<file path="src/rtl/temp_parser_pkg.sv">
// Shared definitions for the ASCII temperature parser: byte constants, FSM
// encoding and the gap-timeout derivation.
package temp_parser_pkg;

    localparam logic [7:0] ASCII_0     = 8'h30;
    localparam logic [7:0] ASCII_9     = 8'h39;
    localparam logic [7:0] ASCII_MINUS = 8'h2D;
    localparam logic [7:0] ASCII_DOT   = 8'h2E;

    typedef enum logic [1:0] {
        StIdle,
        StSign,
        StInt,
        StFrac
    } state_e;

    function automatic int unsigned timeout_cyc(input int unsigned clk_fre,
                                                 input int unsigned timeout_ms);
        return clk_fre / 1000 * timeout_ms;
    endfunction

endpackage

</file>
<file path="src/rtl/gap_timer.sv">
// Saturating idle-gap counter: counts cycles since the last clear and flags
// timeout once the count has reached TimeoutCyc.
module gap_timer #(
    parameter int unsigned TimeoutCyc = 1000
) (
    input  logic clk_i,
    input  logic rst_ni,
    input  logic clr_i,
    output logic timeout_o
);

    localparam int unsigned CntW = $clog2(TimeoutCyc + 1);
    localparam logic [CntW-1:0] CntMax = CntW'(TimeoutCyc);

    logic [CntW-1:0] cnt_q, cnt_d;

    always_comb begin
        cnt_d = cnt_q;
        if (clr_i) begin
            cnt_d = '0;
        end else if (cnt_q != CntMax) begin
            cnt_d = cnt_q + CntW'(1);
        end
    end

    always_ff @(posedge clk_i or negedge rst_ni) begin
        if (!rst_ni) begin
            cnt_q <= '0;
        end else begin
            cnt_q <= cnt_d;
        end
    end

    assign timeout_o = (cnt_q == CntMax);

endmodule

</file>
<file path="src/rtl/temp_parser.sv">
// Extracts one signed decimal temperature (e.g. "23.5", "-7") from a UART byte
// stream and presents registered sign/integer/tenths fields with valid/err pulses.
module temp_parser
    import temp_parser_pkg::*;
#(
    parameter int unsigned CLK_FRE        = 50_000_000,
    parameter int unsigned TIMEOUT_MS     = 20,
    parameter int unsigned MAX_INT_DIGITS = 3
) (
    input  logic       sys_clk,
    input  logic       sys_rst_n,
    input  logic       cfg_done,
    input  logic [7:0] pi_data,
    input  logic       pi_flag,
    output logic       po_sign,
    output logic [6:0] po_int,
    output logic [3:0] po_frac,
    output logic       po_valid,
    output logic       po_err
);

    localparam int unsigned TIMEOUT_CYC = timeout_cyc(CLK_FRE, TIMEOUT_MS);
    localparam int unsigned CntW        = $clog2(MAX_INT_DIGITS + 1);

    state_e          state_q, state_d;
    logic [9:0]      acc_q, acc_d;
    logic [CntW-1:0] cnt_q, cnt_d;
    logic            neg_q, neg_d;
    logic [3:0]      frac_q, frac_d;
    logic            fseen_q, fseen_d;
    logic            sign_q, sign_d;
    logic [6:0]      int_q, int_d;
    logic [3:0]      fout_q, fout_d;
    logic            valid_q, valid_d;
    logic            err_q, err_d;

    logic            is_digit;
    logic [3:0]      digit;
    logic            timeout;
    logic            commit;
    logic [3:0]      commit_frac;

    assign is_digit = (pi_data >= ASCII_0) && (pi_data <= ASCII_9);
    assign digit    = pi_data[3:0];

    gap_timer #(
        .TimeoutCyc(TIMEOUT_CYC)
    ) u_gap_timer (
        .clk_i    (sys_clk),
        .rst_ni   (sys_rst_n),
        .clr_i    (pi_flag),
        .timeout_o(timeout)
    );

    always_comb begin
        state_d     = state_q;
        acc_d       = acc_q;
        cnt_d       = cnt_q;
        neg_d       = neg_q;
        frac_d      = frac_q;
        fseen_d     = fseen_q;
        sign_d      = sign_q;
        int_d       = int_q;
        fout_d      = fout_q;
        valid_d     = 1'b0;
        err_d       = 1'b0;
        commit      = 1'b0;
        commit_frac = frac_q;

        if (!cfg_done) begin
            state_d = StIdle;
            acc_d   = '0;
            cnt_d   = '0;
        end else begin
            unique case (state_q)
                StIdle: begin
                    if (pi_flag) begin
                        if (pi_data == ASCII_MINUS) begin
                            state_d = StSign;
                            neg_d   = 1'b1;
                        end else if (is_digit) begin
                            state_d = StInt;
                            acc_d   = {6'b0, digit};
                            cnt_d   = CntW'(1);
                            neg_d   = 1'b0;
                        end
                    end
                end
                StSign: begin
                    if (pi_flag) begin
                        if (is_digit) begin
                            state_d = StInt;
                            acc_d   = {6'b0, digit};
                            cnt_d   = CntW'(1);
                        end else begin
                            state_d = StIdle;
                        end
                    end else if (timeout) begin
                        state_d = StIdle;
                    end
                end
                StInt: begin
                    if (pi_flag) begin
                        if (is_digit) begin
                            if (cnt_q < CntW'(MAX_INT_DIGITS)) begin
                                acc_d = (acc_q << 3) + (acc_q << 1) + {6'b0, digit};
                                cnt_d = cnt_q + CntW'(1);
                            end else begin
                                err_d   = 1'b1;
                                state_d = StIdle;
                            end
                        end else if (pi_data == ASCII_DOT) begin
                            state_d = StFrac;
                            frac_d  = '0;
                            fseen_d = 1'b0;
                        end else begin
                            commit      = 1'b1;
                            commit_frac = '0;
                        end
                    end else if (timeout) begin
                        commit      = 1'b1;
                        commit_frac = '0;
                    end
                end
                StFrac: begin
                    if (pi_flag) begin
                        if (is_digit) begin
                            // Only the tenths digit is kept; further digits truncate.
                            if (!fseen_q) begin
                                frac_d  = digit;
                                fseen_d = 1'b1;
                            end
                        end else begin
                            commit = 1'b1;
                        end
                    end else if (timeout) begin
                        commit = 1'b1;
                    end
                end
                default: state_d = StIdle;
            endcase

            if (commit) begin
                state_d = StIdle;
                if (acc_q > 10'd127) begin
                    err_d = 1'b1;
                end else begin
                    sign_d  = neg_q;
                    int_d   = acc_q[6:0];
                    fout_d  = commit_frac;
                    valid_d = 1'b1;
                end
            end
        end
    end

    always_ff @(posedge sys_clk or negedge sys_rst_n) begin
        if (!sys_rst_n) begin
            state_q <= StIdle;
            acc_q   <= '0;
            cnt_q   <= '0;
            neg_q   <= 1'b0;
            frac_q  <= '0;
            fseen_q <= 1'b0;
            sign_q  <= 1'b0;
            int_q   <= '0;
            fout_q  <= '0;
            valid_q <= 1'b0;
            err_q   <= 1'b0;
        end else begin
            state_q <= state_d;
            acc_q   <= acc_d;
            cnt_q   <= cnt_d;
            neg_q   <= neg_d;
            frac_q  <= frac_d;
            fseen_q <= fseen_d;
            sign_q  <= sign_d;
            int_q   <= int_d;
            fout_q  <= fout_d;
            valid_q <= valid_d;
            err_q   <= err_d;
        end
    end

    assign po_sign  = sign_q;
    assign po_int   = int_q;
    assign po_frac  = fout_q;
    assign po_valid = valid_q;
    assign po_err   = err_q;

endmodule

</file>
<file path="config.mk">
export PLATFORM = sky130hd
export DESIGN_NAME = temp_parser
export DESIGN_NICKNAME = d
export VERILOG_FILES = /design/src/rtl/temp_parser_pkg.sv /design/src/rtl/gap_timer.sv /design/src/rtl/temp_parser.sv
export SDC_FILE = /design/constraint.sdc
export NUM_CORES = 1
export LEC_CHECK = 0
export CAP_MARGIN = 5
export CORE_MARGIN = 2
export CORE_UTILIZATION = 53
export DETAILED_ROUTE_END_ITERATION = 6
export GPL_TIMING_DRIVEN = 0
export PLACE_DENSITY_LB_ADDON = 0.2
export SLEW_MARGIN = 15
export SYNTH_ARGS = -nofsm -noshare
export SYNTH_HDL_FRONTEND = slang
export SYNTH_SLANG_ARGS = --single-unit
</file>
<file path="constraint.sdc">
create_clock -name sys_clk -period 2.5 [get_ports sys_clk]
set_clock_uncertainty 0.1 [all_clocks]
set_input_delay 0.25 -clock sys_clk [delete_from_list [all_inputs] [get_ports sys_clk]]
set_output_delay 0.25 -clock sys_clk [all_outputs]
set_load 0.01 [all_outputs]
</file>
==> metrics.cfg <==
[finish]
final_common_cell = dfrtp_1
fin_util_pct = 65.6
layout-drive-gt1-share_pct = 13.6
antenna_cells = 0
area_growth_pct = 19.1
nets = 416
fill_cells = 490
layout_common_cells = 54 x dfrtp_1, 34 x nand2_1, 28 x nor2_1, 22 x ha_1, 21 x nand3_1
instances_no_fill = 456

[global_routing]
gr-usage-all-layers_pct = 22.2
grt_pass1_vias = 2384
antenna_found_initial = 0
grt_max_degree = 55
grt_pass1_wl_um = 11600
gr-total-overflow = 0

[floorplanning]
core_um2 = 5920
start_util_pct = 55.1
num_io_pins = 26
die_area_um2 = 6800
rows = 28
die_h_um = 82.5
fp.dieW_um = 82.5

[sta]
period_needed_ns = 2.53
worst_slack_ns = -0.0264
grt_setup_unrepaired = yes
fmax_ghz = 0.396
setup_viol = 5
relSlewSlack_pct = 54.0
slew_violations = 0
period_share_pct = 101
hold_violations = 0
tightest_slew_ns = 0.683

[yosys]
syn-num-nets = 372
dominantRegCellSynth = dfrtp_1
ys_seq_area_share_pct = 41.4
syn_avg_cell_area_um2 = 9.71
synth_cells = 336
synth.distinct_cells = 54
synth_edf_count = 0
synth_warnings = 0
synth-seq-cells = 54
netlist_area_um2 = 3260
synthArstFlopShare_pct = 100

[power_and_ir_drop]
power.density_nw_per_um2 = 462
power_leakage_nw = 1.76
vdd_ir_drop_max_mv = 0.313

[hold_path]
worstHoldPathCells = 3
worstHoldPathType = in2reg

[place]
routabilityCongestion = 0.924
dp_cells = 436
hpwl_um = 5180
portBuffers = 25

[clocking]
insertion_delay_ns = 0.31
tritoncts = built
clock-root-buffer = clkbuf_8
clock-sinks = 54
clk_pin_slew_ns = 0.10
cts_buffers = 5
htreeDepth = 2
cts_max_path_buffers = 2

[worst_setup_path]
criticalPathCategory = reg2reg
worstPathCellList = or4b_1 -> or4_4 -> and4b_2 -> o211ai_4 -> buf_8 -> mux2_4
cp.required_ns = 2.59
rr_worst_depth = 6
cp.arrival_ns = 2.62
cpPeakStageDelay_ns = 0.53
startpoint_type = register
critPathCaptureType = register
cp_max_fo = 8
rrSetupSlack_ns = -0.03
crit_slowest_cell = or4b_1

[run_status]
violations = negative setup slack
status = finished with violations

[route]
wl_per_cell_um = 15.6
wl_um = 7100
drt_iter0_drc = 172
ant_nets = 0
avgViaCountPerCell = 5.73
drcViolationCount = 0
drt-pass1-iter-count = 4
num_vias = 2611

[flow_run]
drv_cap = 0

[power breakdown]
group / total (mW) / switching [mW] / internal, mW
sequential: 0.906 / 0.0157 / 0.890
combinational: 0.311 / 0.180 / 0.130
clock: 0.579 / 0.279 / 0.300
total: 1.80 / 0.475 / 1.32
[state kept, by name, indices dropped and copies added, names as in the netlist, 2 cells and up]
signal,flops
frac_q,4
state_q,2
u_gap_timer.cnt_q,20
acc_q,10
po_frac,4
po_int,7
cnt_q,2
[layout make-up]
class,instances,area (µm²),share of cell area [%]
Tap cell,75,93.8,2.41
Timing Repair Buffer,37,347,8.92
Clock inverter,1,30.0,0.773
Multi-Input combinational cell,255,1870,48.2
Clock buffer,7,76.3,1.96
Inverter,15,56.3,1.45
Buffer,12,60.1,1.55
Sequential cell,54,1350,34.8
[cell families after synthesis]
kind of cell | synth area share, %
buffers and inverters | 3.34
AO/OA/AOI/OAI | 12.8
XOR/XNOR | 5.64
AND/OR/NAND/NOR | 22.2
flip-flops | 41.4
multiplexers | 4.91
adder cells (fa/ha/maj) | 9.66
[critical path, delay by kind of cell, from the launching register on]
kind	cells	cell delay [ns]
compound gates	1	0.11
buf+inv	1	0.19
flops	1	0.39
mux	1	0.30
simple gates	3	1.31
[metal layers]
layer / up-vias / track usage (%) / share of wire (%)
met5: - / 0 / 0
met4: 0 / 5.83 / 1.3
met3: 9 / 3.48 / 2.9
met2: 50 / 35.3 / 46
met1: 1262 / 31.6 / 50
li1: 1290 / - / -
[cell usage after synthesis, types with 7 or more instances]
master	instances	share of area, %
dfrtp_1	54	41
nand2_1	34	3.9
nor2_1	29	3.3
ha_1	22	8.4
nand3_1	22	3.4
o21ai_0	17	2.6
inv_1	15	1.7
xor2_1	11	3.0
xnor2_1	10	2.7
a21oi_1	9	1.4
clkbuf_1	8	0.92
nand4_1	7	1.3
[stage by stage]
stage	worst slack [ns]	cell area [µm²]	total power [mW]	hold WS, ns	setup TNS [ns]
finish	-0.0264	3890	1.80	0.310	-0.0857
global placement	-0.590	3610	1.21	0.364	-43.27
global route	-0.0939	3890	1.88	0.343	-0.632
floorplan	0.0397	3260	1.10	-0.146	0
detailed placement	-0.617	3600	1.21	0.236	-14.47
CTS	-0.0291	3830	1.79	0.301	-0.0870
[final timing paths]
kind | from | endpoint
min reg2reg | po_frac[2]$_DFFE_PN0P_ | po_frac[2]$_DFFE_PN0P_
max | u_gap_timer.cnt_q[7]$_DFFE_PN0P_ | po_int[6]$_DFFE_PN0P_
min in group asynchronous | sys_rst_n | po_valid$_DFF_PN0_
max in group asynchronous | sys_rst_n | acc_q[4]$_DFFE_PN0P_
max reg2reg | u_gap_timer.cnt_q[7]$_DFFE_PN0P_ | po_int[6]$_DFFE_PN0P_
min | pi_data[0] | acc_q[0]$_DFFE_PN0P_
[timing repair]
| item | in CTS | in global routing |
|---|---|---|
| hold buffers | 1 | 0 |
| pin swaps | 7 | 3 |
| hold endpoints to repair | 54 | 0 |
| resized for setup | 13 | 20 |
| setup endpoints to repair | 25 | 26 |
| setup buffers | 11 | 0 |
Power figures use the tool's default switching activity.
